<file path="src/rtl/mmio_reg_bridge.sv">
// ---------------------------------------------------------------------------
// mmio_reg_bridge
//   Bridges the 5-channel MMIO slave interface (ar/r/aw/w/b) driven by
//   Cosim_MMIO onto a single-outstanding req/ack register bus. It arbitrates
//   between reads and writes and decodes the address. It also aborts
//   register accesses that are never acknowledged. Responses use AXI-style
//   codes: 0 OKAY, 2 SLVERR, 3 DECERR.
//
// Parameters
//   NUM_REGS  number of 64-bit-stride register slots (idx = addr >> 3)
//   IDX_W     width of reg_idx, >= clog2(NUM_REGS)
//   TIMEOUT   cycles reg_req may stay high without reg_ack (>= 1)
//
// Ports
//   clk, rst                  clock, asynchronous active-high reset
//   arvalid/arready/araddr    read address channel
//   rvalid/rready/rdata/rresp read data channel
//   awvalid/awready/awaddr    write address channel
//   wvalid/wready/wdata       write data channel
//   bvalid/bready/bresp       write response channel
//   reg_req/reg_we/reg_idx/reg_wdata  register request (held until ack/abort)
//   reg_ack/reg_rdata/reg_err         register completion
// ---------------------------------------------------------------------------
module mmio_reg_bridge #(
  parameter int unsigned NUM_REGS = 1024,
  parameter int unsigned IDX_W    = 10,
  parameter int unsigned TIMEOUT  = 255
) (
  input  logic             clk,
  input  logic             rst,
  input  logic             arvalid,
  output logic             arready,
  input  logic [31:0]      araddr,
  output logic             rvalid,
  input  logic             rready,
  output logic [31:0]      rdata,
  output logic [1:0]       rresp,
  input  logic             awvalid,
  output logic             awready,
  input  logic [31:0]      awaddr,
  input  logic             wvalid,
  output logic             wready,
  input  logic [31:0]      wdata,
  output logic             bvalid,
  input  logic             bready,
  output logic [1:0]       bresp,
  output logic             reg_req,
  output logic             reg_we,
  output logic [IDX_W-1:0] reg_idx,
  output logic [31:0]      reg_wdata,
  input  logic             reg_ack,
  input  logic [31:0]      reg_rdata,
  input  logic             reg_err
);

  localparam int unsigned     TW    = (TIMEOUT > 1) ? $clog2(TIMEOUT) : 1;
  localparam logic [TW-1:0]   TLAST = TW'(TIMEOUT - 1);
  localparam logic [28:0]     NREG  = 29'(NUM_REGS);
  localparam logic [1:0]      RESP_OKAY   = 2'd0;
  localparam logic [1:0]      RESP_SLVERR = 2'd2;
  localparam logic [1:0]      RESP_DECERR = 2'd3;

  typedef enum logic [1:0] {
    IDLE,
    BUS,
    RESP
  } state_t;

  state_t        state, state_nxt;
  logic          last_wr;   // type served last; 1 = write
  logic          cur_we;    // type of the transaction in flight
  logic [TW-1:0] tcnt;      // reg_req cycles seen so far, minus one

  logic          rd_cand, wr_cand;
  logic          grant_rd, grant_wr;
  logic [31:0]   gaddr;
  logic [28:0]   gidx;
  logic          decerr;

  // Next state, grant pulses and capture-time decode.
  always_comb begin
    state_nxt = state;
    arready   = 1'b0;
    awready   = 1'b0;
    wready    = 1'b0;
    grant_rd  = 1'b0;
    grant_wr  = 1'b0;
    rd_cand   = arvalid;
    wr_cand   = awvalid && wvalid;

    // Ready is gated by rst so nothing can look accepted while reset is held.
    if (state == IDLE && !rst) begin
      grant_rd = rd_cand && (!wr_cand || last_wr);
      grant_wr = wr_cand && (!rd_cand || !last_wr);
    end
    arready = grant_rd;
    awready = grant_wr;
    wready  = grant_wr;

    gaddr  = grant_wr ? awaddr : araddr;
    gidx   = gaddr[31:3];
    decerr = (gaddr[2:0] != '0) || (gidx >= NREG) || (grant_wr && gidx == '0);

    case (state)
      IDLE: if (grant_rd || grant_wr) state_nxt = decerr ? RESP : BUS;
      BUS:  if (reg_ack || tcnt == TLAST) state_nxt = RESP;
      RESP: if (cur_we ? bready : rready) state_nxt = IDLE;
      default: state_nxt = IDLE;
    endcase
  end

  always_ff @(posedge clk or posedge rst) begin
    if (rst) state <= IDLE;
    else     state <= state_nxt;
  end

  // Datapath: capture, bus request, response registers.
  always_ff @(posedge clk or posedge rst) begin
    if (rst) begin
      last_wr   <= 1'b1;
      cur_we    <= 1'b0;
      tcnt      <= '0;
      reg_req   <= 1'b0;
      reg_we    <= 1'b0;
      reg_idx   <= '0;
      reg_wdata <= '0;
      rvalid    <= 1'b0;
      bvalid    <= 1'b0;
      rdata     <= '0;
      rresp     <= '0;
      bresp     <= '0;
    end else begin
      case (state)
        IDLE: begin
          if (grant_rd || grant_wr) begin
            cur_we  <= grant_wr;
            last_wr <= grant_wr;
            reg_we  <= grant_wr;
            reg_idx <= gidx[IDX_W-1:0];
            tcnt    <= '0;
            if (grant_wr) reg_wdata <= wdata;
            if (decerr) begin
              if (grant_wr) begin
                bvalid <= 1'b1;
                bresp  <= RESP_DECERR;
              end else begin
                rvalid <= 1'b1;
                rresp  <= RESP_DECERR;
                rdata  <= '0;
              end
            end else begin
              reg_req <= 1'b1;
            end
          end
        end
        BUS: begin
          // An ack in the expiry cycle is checked first, so it wins.
          if (reg_ack) begin
            reg_req <= 1'b0;
            if (cur_we) begin
              bvalid <= 1'b1;
              bresp  <= reg_err ? RESP_SLVERR : RESP_OKAY;
            end else begin
              rvalid <= 1'b1;
              rresp  <= reg_err ? RESP_SLVERR : RESP_OKAY;
              rdata  <= reg_err ? '0 : reg_rdata;
            end
          end else if (tcnt == TLAST) begin
            reg_req <= 1'b0;
            if (cur_we) begin
              bvalid <= 1'b1;
              bresp  <= RESP_SLVERR;
            end else begin
              rvalid <= 1'b1;
              rresp  <= RESP_SLVERR;
              rdata  <= '0;
            end
          end else begin
            tcnt <= tcnt + TW'(1);
          end
        end
        RESP: begin
          if (cur_we && bready)  bvalid <= 1'b0;
          if (!cur_we && rready) rvalid <= 1'b0;
        end
        default: ;
      endcase
    end
  end

endmodule

</file>
<file path="config.mk">
export PLATFORM = sky130hd
export DESIGN_NAME = mmio_reg_bridge
export DESIGN_NICKNAME = d
export VERILOG_FILES = /design/src/rtl/mmio_reg_bridge.sv
export SDC_FILE = /design/constraint.sdc
export NUM_CORES = 1
export LEC_CHECK = 0
export CORE_ASPECT_RATIO = 1.4
export CORE_MARGIN = 3
export CORE_UTILIZATION = 43
export DETAILED_ROUTE_END_ITERATION = 8
export PLACE_DENSITY = 0.89
export SLEW_MARGIN = 20
export SYNTH_ARGS = -nofsm -noshare
export SYNTH_HDL_FRONTEND = slang
export SYNTH_SLANG_ARGS = --single-unit
</file>
<file path="constraint.sdc">
create_clock -name clk -period 8.3 [get_ports clk]
set_input_delay 1.66 -clock clk [delete_from_list [all_inputs] [get_ports clk]]
set_output_delay 1.66 -clock clk [all_outputs]
set_load 0.02 [all_outputs]
</file>
==> results of run 1 <==
## per-stage QoR
step / setup slack, ns / power [uW]
after floorplan: 3.495 / 950.3
after global placement: 3.175 / 1288
after detailed placement: 3.104 / 1308
after CTS: 3.101 / 1758
after global routing: 3.026 / 1833
final: 3.115 / 1748
## flip-flops by register name, indices dropped and copies added (netlist names)
name	count
bresp	2
bvalid	1
cur_we	1
last_wr	1
rdata	32
reg_idx	10
reg_req	1
reg_wdata	32
rresp	2
rvalid	1
state	2
tcnt	8
## cells by family (layout without fill, tap and decap cells)
family,Yosys count,after routing,share of synthesized area (%)
buffers and inverters,40,253,4.438
multiplexers,1,1,0.2367
adder cells (fa/ha/maj),2,2,0.5916
AND/OR/NAND/NOR,229,229,22.81
XOR/XNOR,6,6,1.243
flip-flops,93,93,55.06
AO/OA/AOI/OAI,100,100,15.62
## worst max-delay path, delay by kind of cell
family	cells	cell delay (ns)
buffers and inverters	3	1.25
AND/OR/NAND/NOR	1	0.32
AO/OA/AOI/OAI	1	0.30
## per-layer routing
layer	vias to the layer above	global-route usage [%]	wire, um
li1	2025	-	-
met1	2085	27.26	5057
met2	203	47.65	7587
met3	44	6.391	946
met4	0	12.66	585
met5	-	0	0
## cell type report
cell class | instances | share of cell area [%]
clock buffers | 12 | 3.752
clock inverters | 4 | 1.025
inverters | 11 | 0.6223
multi-input cells | 338 | 25.22
flip-flops and latches | 93 | 34.06
well taps | 132 | 2.416
repair buffers | 226 | 32.91
## how the worst max path moves through the flow
stage                     from  endpoint  cells past startpoint
after detailed placement   rst   arready                      5
final                      rst   arready                      5
after global routing       rst   arready                      5
after floorplan            rst    wready                      6
after CTS                  rst   arready                      5
after global placement     rst   arready                      5
## power by group through the flow
stage	clock (uW)	combinational, uW	sequential [uW]
final	446	657	645
after global routing	472	702	660
after CTS	454	660	645
after detailed placement	0	658	650
after global placement	0	642	646
after floorplan	0	173	777
## layout by cell type, fill, tap and decap left out, drive strengths merged, types with 2 or more instances in the layout
| master | instances |
|---|---|
| xnor2 | 6 |
| dfrtp | 92 |
| nor3 | 11 |
| o21ai | 40 |
| o32a | 2 |
| nand2 | 164 |
| nor2 | 24 |
| ha | 2 |
| clkdlybuf4s50 | 221 |
| a21oi | 2 |
| nand2b | 2 |
| clkinv | 3 |
| and3 | 2 |
| buf | 5 |
| nor4 | 13 |
| a22oi | 32 |
| clkbuf | 12 |
| bufinv | 2 |
| nand3 | 5 |
| o21a | 2 |
| nand4 | 3 |
| inv | 10 |
| a31oi | 12 |
==> results.cfg, run 1 <==
[synth]
synth_area_um2 = 4229
ys_types = 43
synth_common_cells = nand2_1, dfrtp_1, a22oi_1
ys.flop_type = dfrtp_1
synth_edf_count = 0
syn_avg_cell_area_um2 = 8.979
ys_warn_count = 0
synth_nets = 610
synth-async-reset-ratio_pct = 100.0
yosys-top-cells-area = dfrtp_1, nand2_1, a22oi_1
syn_inst = 471
synth-seq-cells = 93
synth_top_area_share_pct = 54.44
ys_seq_area_share_pct = 55.06
synth.most_common_cell = nand2_1
yosysTopAreaCell = dfrtp_1

[timing]
tns_ns = 0
drv_slew = 0
worst_pin_slew_ns = 0.9233
period_minus_slack_ns = 5.185
rsz0062_at_grt = false
relSlewSlack_pct = 38.45
final_hold_viol_count = 0
max_freq_mhz = 192.9
fin_crit_sh_pct = 62.46
setup_viol = 0
clock_skew_ns = 0.006886
hold_ws_ns = 0.4663

[power]
p_sw_share_pct = 33.72
clock_power_share_pct = 25.5
power_density_nw_per_um2 = 255.7
p_sw_uw = 589.6
ir_drop_v = 0.0001892
p_leak_uw = 0.002876
power_frac_seq_pct = 36.9
combPwrFrac_pct = 37.6
p_int_uw = 1159

[clock_network]
cts_made_buffers = 9
cts_htree_levels = 3
cts_setup_buffers = 0
holdBufCountCts = 0
clk_latency_ns = 0.34
cts_root_buffer = clkbuf_16
cts_resized = 0
cts_tree = yes
clk_path_buf_depth = 2
path_clk_slew_ns = 0.06
cts_sinks = 93

[global_routing]
first_global_vias = 4454
grt_usage_pct = 25.65
grt_max_degree = 76
antenna_found_initial = 0
grt_pass1_wl_um = 22560
overflow = 0

[critical_path]
critPathLaunchType = input pin
crit_path_max_incr_delay_ns = 0.64
cp_cell_sequence = clkdlybuf4s50_1 > nor3_1 > o211ai_1 > inv_1 > clkdlybuf4s50_1
rr_worst_depth = 8
critical_path_class = in -> out
worstPathArrival_ns = 3.52
crit_slowest_cell = clkdlybuf4s50_1
timing.rr.start = state[0]$_DFFE_PP0P_
cp.required_ns = 6.64
r2r-end = bvalid$_DFFE_PP0P_
cp-end-kind = output port
cp_common_cell = clkdlybuf4s50_1
path_max_fanout = 5
rrSetupSlack_ns = 5.51

[drt]
viasPerCell = 5.339
finalWirelength_um = 14180
remaining_drc_errors = 0
first_pass_iters = 5
ant_nets = 0
route.detailed.wl_per_inst_um = 17.37
num_vias = 4357
drt_iter0_markers = 307

[die]
coreArea_um2 = 9512
start_util_pct = 44.46
die-width_um = 89.82
io_pins = 222
die_y_um = 123.3
die-area_um2 = 11080
rows = 42

[min_path]
holdPathStages = 2
hold_start = last_wr$_DFFE_PP1P_
hp-class = reg -> reg
hold_end = last_wr$_DFFE_PP1P_

[layout]
fill_cells = 694
drive_gt1_share_pct = 4.386
finalNetCount = 818
ff_latch_area_um2 = 2328
n_antenna_cell = 0
area_growth_pct = 61.66
final_core_util_pct = 71.88
postLayoutCellArea_um2 = 6837
fin_cells = 816
multi_input_area_um2 = 1724

[placed_design]
placedCellCount = 800
placed_cell_area_um2 = 6505
gp_congestion = 0.8619
port_buffers = 221
hpwlAfterDp_um = 10460

[job]
maxCapViolCount = 0

[run_status]
run_status = completed
(Power assumes the default switching activity.)
==> run 2: changes to the inputs <==
--- a/config.mk
+++ b/config.mk
@@ -7,9 +7,9 @@
 export LEC_CHECK = 0
 export CORE_ASPECT_RATIO = 1.4
 export CORE_MARGIN = 3
-export CORE_UTILIZATION = 43
+export CORE_UTILIZATION = 40
 export DETAILED_ROUTE_END_ITERATION = 8
-export PLACE_DENSITY = 0.89
+export PLACE_DENSITY = 0.84
 export SLEW_MARGIN = 20
 export SYNTH_ARGS = -nofsm -noshare
 export SYNTH_HDL_FRONTEND = slang
==> constraint.sdc (replaced) <==
create_clock -name clk -period 5.35 [get_ports clk]
set_input_delay 1.07 -clock clk [delete_from_list [all_inputs] [get_ports clk]]
set_output_delay 1.07 -clock clk [all_outputs]
set_load 0.02 [all_outputs]
==> run 2 against run 1 <==
Sequential share of layout area is 0.20 points lower; die area rose by 7.1%; clock skew hardly changed; via count down 0.55%; worst hold slack better by 0.0069 ns; combinational power up 55%; sequential cell count did not move; register-to-register slack got worse by 2.9 ns; design area increased by 0.59%; non-clock buffer count grew 1; sequential power rose by 57%; count of clock-buffer cells in the layout is 2 lower; critical path type unchanged; largest power group unchanged.
==> results.cfg, run 2 (synthesis gave the netlist of run 1 again) <==
[critical_path]
r2r-end = bvalid$_DFFE_PP0P_
critPathLaunchType = input pin
cp_cell_sequence = clkdlybuf4s50_1 > nor3_1 > o211ai_1 > inv_1 > clkdlybuf4s50_1
crit_path_max_incr_delay_ns = 0.64
rrSetupSlack_ns = 2.57
timing.rr.start = state[0]$_DFFE_PP0P_
cp_common_cell = clkdlybuf4s50_1
cp-end-kind = output port
worstPathArrival_ns = 3.01
path_max_fanout = 5
cp.required_ns = 4.28
rr_worst_depth = 8
critical_path_class = in -> out
crit_slowest_cell = clkdlybuf4s50_1

[timing]
relSlewSlack_pct = 41.77
tns_ns = 0
fin_crit_sh_pct = 76.28
fin_ws_ns = 1.269
period_minus_slack_ns = 4.081
max_freq_mhz = 245.0
hold_ws_ns = 0.4732
worst_pin_slew_ns = 0.8735
drv_slew = 0
setup_viol = 0
clock_skew_ns = 0.006870
rsz0062_at_grt = false
final_hold_viol_count = 0

[layout]
finalNetCount = 819
fin_cells = 820
ff_latch_area_um2 = 2328
fill_cells = 802
reg_top3 = rdata x32, reg_wdata x32, reg_idx x10
drive_gt1_share_pct = 4.818
multi_input_area_um2 = 1729
n_antenna_cell = 0
final_common_cell = clkdlybuf4s50_1
layout_common_cells = clkdlybuf4s50_1, nand2_1, dfrtp_1
area_growth_pct = 62.60

[clock_network]
cts_made_buffers = 9
cts_htree_levels = 3
cts_sinks = 93
cts_setup_buffers = 0
clk_latency_ns = 0.34
cts_tree = yes
holdBufCountCts = 0
cts_root_buffer = clkbuf_16
path_clk_slew_ns = 0.06
clk_path_buf_depth = 2
cts_resized = 0

[drt]
remaining_drc_errors = 0
ant_nets = 0
num_vias = 4333
finalWirelength_um = 14320
drt_iter0_markers = 258
viasPerCell = 5.284
first_pass_iters = 4
route.detailed.wl_per_inst_um = 17.46

[die]
start_util_pct = 41.81
die-area_um2 = 11860
die_y_um = 127.7
die-width_um = 92.90
io_pins = 222
coreArea_um2 = 10110
rows = 43

[global_routing]
first_global_vias = 4511
overflow = 0
grt_pass1_wl_um = 22940
busiest_layer = met2
grt_max_degree = 59
use_met2_pct = 44.46
grtUsageMet1_pct = 26.67
grt_usage_pct = 24.41
antenna_found_initial = 0
met3_usage_pct = 4.874

[placed_design]
port_buffers = 221
placedCellCount = 804
hpwlAfterDp_um = 10590
dpl_worst_slack_ns = 1.329
gp_congestion = 0.8453

[min_path]
hold_start = reg_wdata[0]$_DFFE_PP0P_
hold_end = reg_wdata[0]$_DFFE_PP0P_
hp-class = reg -> reg
holdPathStages = 2

[power]
ir_drop_v = 0.0003291
finalPower_uw = 2762
p_leak_uw = 0.002883
power_density_nw_per_um2 = 401.7

[run_status]
run_status = completed

[job]
maxCapViolCount = 0
-- run 2: report_power, final --
part	leakage [uW]	switching (uW)	internal, uW
registers	0.00119	123	885
clock network	0.000165	266	468
logic	0.00153	539	481
total	0.00288	928	1830
-- run 2: area by class of cell --
| class | count | area share, % |
|---|---|---|
| Clock buffer | 10 | 3.475 |
| Inverter | 11 | 0.6368 |
| Tap cell | 135 | 2.456 |
| Clock inverter | 6 | 1.601 |
| Timing Repair Buffer | 227 | 32.82 |
| Sequential cell | 93 | 33.86 |
| Multi-Input combinational cell | 338 | 25.15 |
-- run 2: stage by stage --
| stage | utilization [%] | area, um2 |
|---|---|---|
| 2_1_floorplan | - | 4229 |
| 5_1_grt | 67.99 | 6877 |
| 3_3_place_gp | 64.46 | 6520 |
| 4_1_cts | 67.92 | 6870 |
| 3_5_place_dp | 64.47 | 6521 |
| 6_report | 67.99 | 6877 |
-- run 2: critical path: cells and delay by family --
kind | cells | cell delay (ns)
buf+inv | 3 | 1.23
simple gates | 1 | 0.40
compound gates | 1 | 0.30
-- run 2: how the worst max path moves through the flow --
stage	from	end	slack, ns	cells past startpoint
5_1_grt	rst	arready	1.15	5
4_1_cts	rst	arready	1.31	5
2_1_floorplan	rst	wready	1.73	6
6_report	rst	arready	1.27	5
3_3_place_gp	rst	arready	1.40	5
3_5_place_dp	rst	arready	1.33	5
-- run 2: per-layer routing --
metal,vias up,part of all wire (%)
met3,36,6.8
met4,0,3.8
met2,180,53
li1,2032,-
met5,-,0
met1,2085,36
==> patch 1, RTL diff (config.mk and constraints of run 1) <==
The parameter `TIMEOUT` goes from 255 to 510.
--- a/src/rtl/mmio_reg_bridge.sv
+++ b/src/rtl/mmio_reg_bridge.sv
@@ -24,7 +24,7 @@
 module mmio_reg_bridge #(
   parameter int unsigned NUM_REGS = 1024,
   parameter int unsigned IDX_W    = 10,
-  parameter int unsigned TIMEOUT  = 255
+  parameter int unsigned TIMEOUT  = 510
 ) (
   input  logic             clk,
   input  logic             rst,
Behaviour: no difference found for any inputs over 4 cycles, from zero or initial values and one cycle with rst high; that may be too few to reach the edited logic, so the function may still have changed.
==> patch 1 against run 1 <==
Maximum frequency fell by 13%. Final area rose by 1.1%. Combinational power rose by 3.7%. Wire length fell by 6.4%. Synthesized area rose by 0.30%. Critical path depth rose by 1. Sequential cell count rose by 1. Power rose by 2.6%. Setup slack got worse by 0.77 ns. Die area rose by 0.28%. Non-clock buffer count rose by 2. Sequential power rose by 3.9%. Critical path type unchanged. Largest cell class unchanged.
==> patch 1: results (changes against run 1) <==
| Metric | Value |
|---|---|
| Run status | completed (unchanged) |
| Via count of the routed design | 4122 (was 4357) |
| Normalized max-slew margin | 38.8% (was 38.4%) |
| Synth unique cells | 48 (was 43) |
| Worst reg2reg setup slack | 5.92 ns (was 5.51 ns) |
| Net count after synthesis | 601 (was 610) |
| Dominant cells by area after synthesis | sky130_fd_sc_hd__dfrtp_1, sky130_fd_sc_hd__nand2_1, sky130_fd_sc_hd__a22oi_1, sky130_fd_sc_hd__o21ai_0, sky130_fd_sc_hd__nor4_1 (was sky130_fd_sc_hd__dfrtp_1, sky130_fd_sc_hd__nand2_1, sky130_fd_sc_hd__a22oi_1, sky130_fd_sc_hd__o21ai_1, sky130_fd_sc_hd__nor2_1) |
| Post-synth top cells | sky130_fd_sc_hd__nand2_1, sky130_fd_sc_hd__dfrtp_1, sky130_fd_sc_hd__o21ai_0 (was sky130_fd_sc_hd__nand2_1, sky130_fd_sc_hd__dfrtp_1, sky130_fd_sc_hd__a22oi_1) |
| Via count of the first global-routing pass | 4357 (was 4454) |
| Arrival @ worst endpoint | 4.30 ns (was 3.52 ns) |
| Maximum net fanout on the critical path | 56 (was 5) |
| Cell count after synthesis | 462 (was 471) |
| Final standard cell count with taps included and fillers excluded | 812 (was 816) |
| Number of cells on the worst reg-to-reg path | 7 (was 8) |
| Fraction of the yosys area taken by sequential cells | 55.5% (was 55.1%) |
| DP Cell Count | 796 (was 800) |
| Final setup skew | 0.00864 ns (was 0.00689 ns) |
| Buffers on Ports | 221 (unchanged) |
| Pin count of the biggest net entering global routing | 57 (was 76) |
| Clock-pin transition on the worst setup and hold timing paths | 0.06 ns (about the same) |
| Total routing resource utilization after global routing | 24.2% (was 25.7%) |
| Endpoint of the worst register-to-register path | rdata[19] (was bvalid) |
| Largest voltage drop on the vdd net | 0.000223 V (was 0.000189 V) |
| Total detailed-routing wirelength | 13300 um (was 14200 um) |
| Share of layout cells above drive strength 1 | 4.85% (was 4.39%) |
==> patch 1: cell count changes after synthesis, sizes merged, moves of 2 or more <==
| cell | before | now |
|---|---|---|
| xnor2 | 6 | 2 |
| nor3 | 11 | 3 |
| xor2 | 0 | 3 |
| o21ai | 40 | 42 |
| a31oi | 12 | 9 |
| nand3 | 5 | 10 |
| clkbuf | 18 | 14 |
| o32a | 2 | 0 |
| o31a | 1 | 5 |
| nand4 | 3 | 6 |
| nor2 | 24 | 20 |
| inv | 11 | 7 |
| nand2 | 164 | 161 |
==> patch 1: kinds of logic after synthesis <==
group | after synthesis | synth area share, %
DFF | 94 | 55.5
AOI/OAI and AO/OA | 101 | 15.9
and+or+nand+nor | 223 | 22.6
xor gates and xnor gates | 5 | 1.03
adders and majority gates | 2 | 0.590
muxes | 3 | 0.737
buffers and inverters | 34 | 3.63
==> patch 1: per-layer routing <==
layer | track usage, % | wire, um | up-vias
li1 | - | - | 2013
met1 | 28.1 | 5200 | 1930
met2 | 43.4 | 6960 | 146
met3 | 4.93 | 690 | 33
met4 | 10.9 | 412 | 0
met5 | 0 | 0 | -
==> patch 1: critical path, cell delays in order <==
cell and delay (ns):
sky130_fd_sc_hd__clkdlybuf4s50_1 0.48, sky130_fd_sc_hd__nor3_4 0.23, sky130_fd_sc_hd__nand3_2 0.09, sky130_fd_sc_hd__buf_4 0.30, sky130_fd_sc_hd__inv_1 0.74, sky130_fd_sc_hd__clkdlybuf4s50_1 0.76
==> patch 1: layout make-up <==
cell class / instances / area [um^2]
Fill cell: 719 / 2660
Inverter: 8 / 31.3
Tap cell: 132 / 165
Clock buffer: 10 / 239
Sequential cell: 94 / 2350
Clock inverter: 6 / 92.6
Multi-Input combinational cell: 334 / 1740
Timing Repair Buffer: 228 / 2280
==> patch 1: stage by stage <==
stage / cell area [um^2] / total power [mW] / setup slack, ns / hold slack (ns)
floorplan: 4240 / 0.975 / 4.00 / 0.447
global placement: 6550 / 1.34 / 2.42 / 0.458
detailed placement: 6580 / 1.35 / 2.34 / 0.464
CTS: 6910 / 1.81 / 2.33 / 0.476
global route: 6910 / 1.89 / 2.17 / 0.490
finish: 6910 / 1.79 / 2.34 / 0.473
==> patch 1: report_power, final <==
part           internal (mW)  switching (mW)
Sequential             0.584          0.0863
Combinational          0.335           0.346
Clock                  0.273           0.169
==> patch 1: how the worst max path moves through the flow <==
stage,startpoint,to,slack [ns],depth (start not counted)
after global routing,rst,awready,2.17,6
final,rst,wready,2.34,6
after detailed placement,rst,wready,2.34,6
after global placement,rst,awready,2.42,6
after floorplan,awvalid,wready,4.00,6
after CTS,rst,wready,2.33,6
==> patch 2, RTL diff (flow settings as in run 1) <==
Without the edit above. Make the reset (`rst`) synchronous in 2 clocked blocks. Comments in the files are not updated.
--- a/src/rtl/mmio_reg_bridge.sv
+++ b/src/rtl/mmio_reg_bridge.sv
@@ -109,13 +109,13 @@
     endcase
   end
 
-  always_ff @(posedge clk or posedge rst) begin
+  always_ff @(posedge clk) begin
     if (rst) state <= IDLE;
     else     state <= state_nxt;
   end
 
   // Datapath: capture, bus request, response registers.
-  always_ff @(posedge clk or posedge rst) begin
+  always_ff @(posedge clk) begin
     if (rst) begin
       last_wr   <= 1'b1;
       cur_we    <= 1'b0;
Function: differs if rst is asserted again (counterexample within 4 cycles, from zero or initial values and one cycle with rst high); with rst held inactive, the same outputs for 4 cycles.
==> patch 2 against run 1 <==
Synthesized area fell by 3.0%. Sequential share of layout area fell by 5.4 points. Register-to-register slack got worse by 0.32 ns. Wire length fell by 14%. Final area fell by 5.0%. Utilization fell by 0.72 points. Sequential cell count did not move. Hold slack got worse by 0.012 ns. Setup slack got worse by 1.0 ns.
Power is not compared: it rests on default switching activity, and its combinational part moved more than twofold at a synthesized area within 25%.
==> patch 2: results (changes against run 1) <==
| Metric | Value |
|---|---|
| Total routing resource utilization after global routing | 22.5% (was 25.7%) |
| Fraction of the yosys area taken by sequential cells | 45.4% (was 55.1%) |
| Via density per instance | 5.19 (was 5.34) |
| Mean post-synth cell area | 8.86 um^2 (was 8.98 um^2) |
| Post-synth top cells | sky130_fd_sc_hd__nand2_1, sky130_fd_sc_hd__dfxtp_1, sky130_fd_sc_hd__mux2i_1 (was sky130_fd_sc_hd__nand2_1, sky130_fd_sc_hd__dfrtp_1, sky130_fd_sc_hd__a22oi_1) |
| Total detailed-routing wirelength | 12200 um (was 14200 um) |
| Normalized max-slew margin | 38.8% (was 38.4%) |
| Met1 WL | 4370 um (was 5060 um) |
| Global-route wire length before repair | 19100 um (was 22600 um) |
| Worst-case setup slack after placement | 2.13 ns (was 3.10 ns) |
| Post-cts gate resize count | 0 (unchanged) |
| Met2 routed wirelength | 6470 um (was 7590 um) |
| Placed Area | 6210 um^2 (was 6500 um^2) |
| Routability Congestion | 0.823 (was 0.862) |
| DP Cell Count | 761 (was 800) |
| Net count after synthesis | 602 (was 610) |
| Drt first pass iters | 4 (was 5) |
| Clock-pin transition on the worst setup and hold timing paths | 0.06 ns (about the same) |
| Dominant cells by area after synthesis | sky130_fd_sc_hd__dfxtp_1, sky130_fd_sc_hd__nand2_1, sky130_fd_sc_hd__mux2i_1, sky130_fd_sc_hd__o21ai_0, sky130_fd_sc_hd__a211oi_1 (was sky130_fd_sc_hd__dfrtp_1, sky130_fd_sc_hd__nand2_1, sky130_fd_sc_hd__a22oi_1, sky130_fd_sc_hd__o21ai_1, sky130_fd_sc_hd__nor2_1) |
| Detailed Route Iter0 Violations | 228 (was 307) |
| Wire length on met3 | 888 um (was 946 um) |
| Arrival @ worst endpoint | 4.57 ns (was 3.52 ns) |
| Routed length per placed instance | 15.6 um (was 17.4 um) |
| Layout Nets | 804 (was 818) |
| Final setup skew | 0.00725 ns (was 0.00689 ns) |
| Pin count of the biggest net entering global routing | 72 (was 76) |
| Total of warnings raised by yosys | 0 (unchanged) |
| Via count of the first global-routing pass | 4165 (was 4454) |
| Fill count | 647 (was 694) |
| Synth unique cells | 51 (was 43) |
| Share of layout cells above drive strength 1 | 5.37% (was 4.39%) |
| Share of flip-flops with an asynchronous set or reset | 0% (was 100%) |
| Dominant register cell in the synthesized netlist | sky130_fd_sc_hd__dfxtp_1 (was sky130_fd_sc_hd__dfrtp_1) |
| HPWL after DPL | 9400 um (was 10500 um) |
| Run status | completed (unchanged) |
| Maximum net fanout on the critical path | 29 (was 5) |
| Level count of the clock H-tree | 3 (unchanged) |
| Delay of the slowest critical-path stage | 0.87 ns (was 0.64 ns) |
| Top Layer Used | met4 (unchanged) |
==> patch 2: changes by cell type in the layout (fill, tap and decap cells not counted), sizes merged, moves of 4 or more <==
cell and change:
a211oi +14, a21oi +5, a22oi -32, a31oi -10
dfrtp -92, dfxtp +93, inv -4, mux2i +42
nand2 -22, nor3 -9, o21ai -7
==> patch 2: power breakdown <==
part	switching (mW)	internal, mW
Sequential	0.00849	0.460
Combinational	0.0684	0.0986
Clock	0.165	0.220
==> patch 2: kinds of logic (layout without fill, tap and decap cells) <==
family | count (synthesis) | after routing | synth area share (%)
adder cells (fa/ha/maj) | 2 | 2 | 0.610
buffers and inverters | 39 | 246 | 7.29
AO/OA/AOI/OAI | 75 | 75 | 12.8
XOR/XNOR | 6 | 6 | 1.28
AND/OR/NAND/NOR | 205 | 205 | 22.1
flip-flops | 93 | 93 | 45.4
multiplexers | 43 | 43 | 10.5
==> patch 2: path summary, 6_finish.rpt <==
path / from / to / slack, ns / depth (start not counted)
min: reg_wdata[22] / reg_wdata[22] / 0.45 / 2
max reg2reg: state[0] / bresp[0] / 5.19 / 7
max: rst / awready / 2.07 / 5
min reg2reg: reg_wdata[22] / reg_wdata[22] / 0.45 / 2
==> patch 2: area by class of cell <==
| type | count | area, um^2 | area share (%) |
|---|---|---|---|
| repair buffers | 225 | 2240 | 34.5 |
| multi-input cells | 331 | 1950 | 30.1 |
| flip-flops and latches | 93 | 1860 | 28.7 |
| clock buffers | 12 | 256 | 3.95 |
| well taps | 107 | 134 | 2.06 |
| clock inverters | 4 | 31.3 | 0.481 |
| inverters | 5 | 18.8 | 0.289 |
==> patch 2: metal layers <==
layer	up-vias	GRT usage, %
li1	1984	-
met1	1842	23.6
met2	173	40.5
met3	33	5.95
met4	0	11.2
met5	-	0
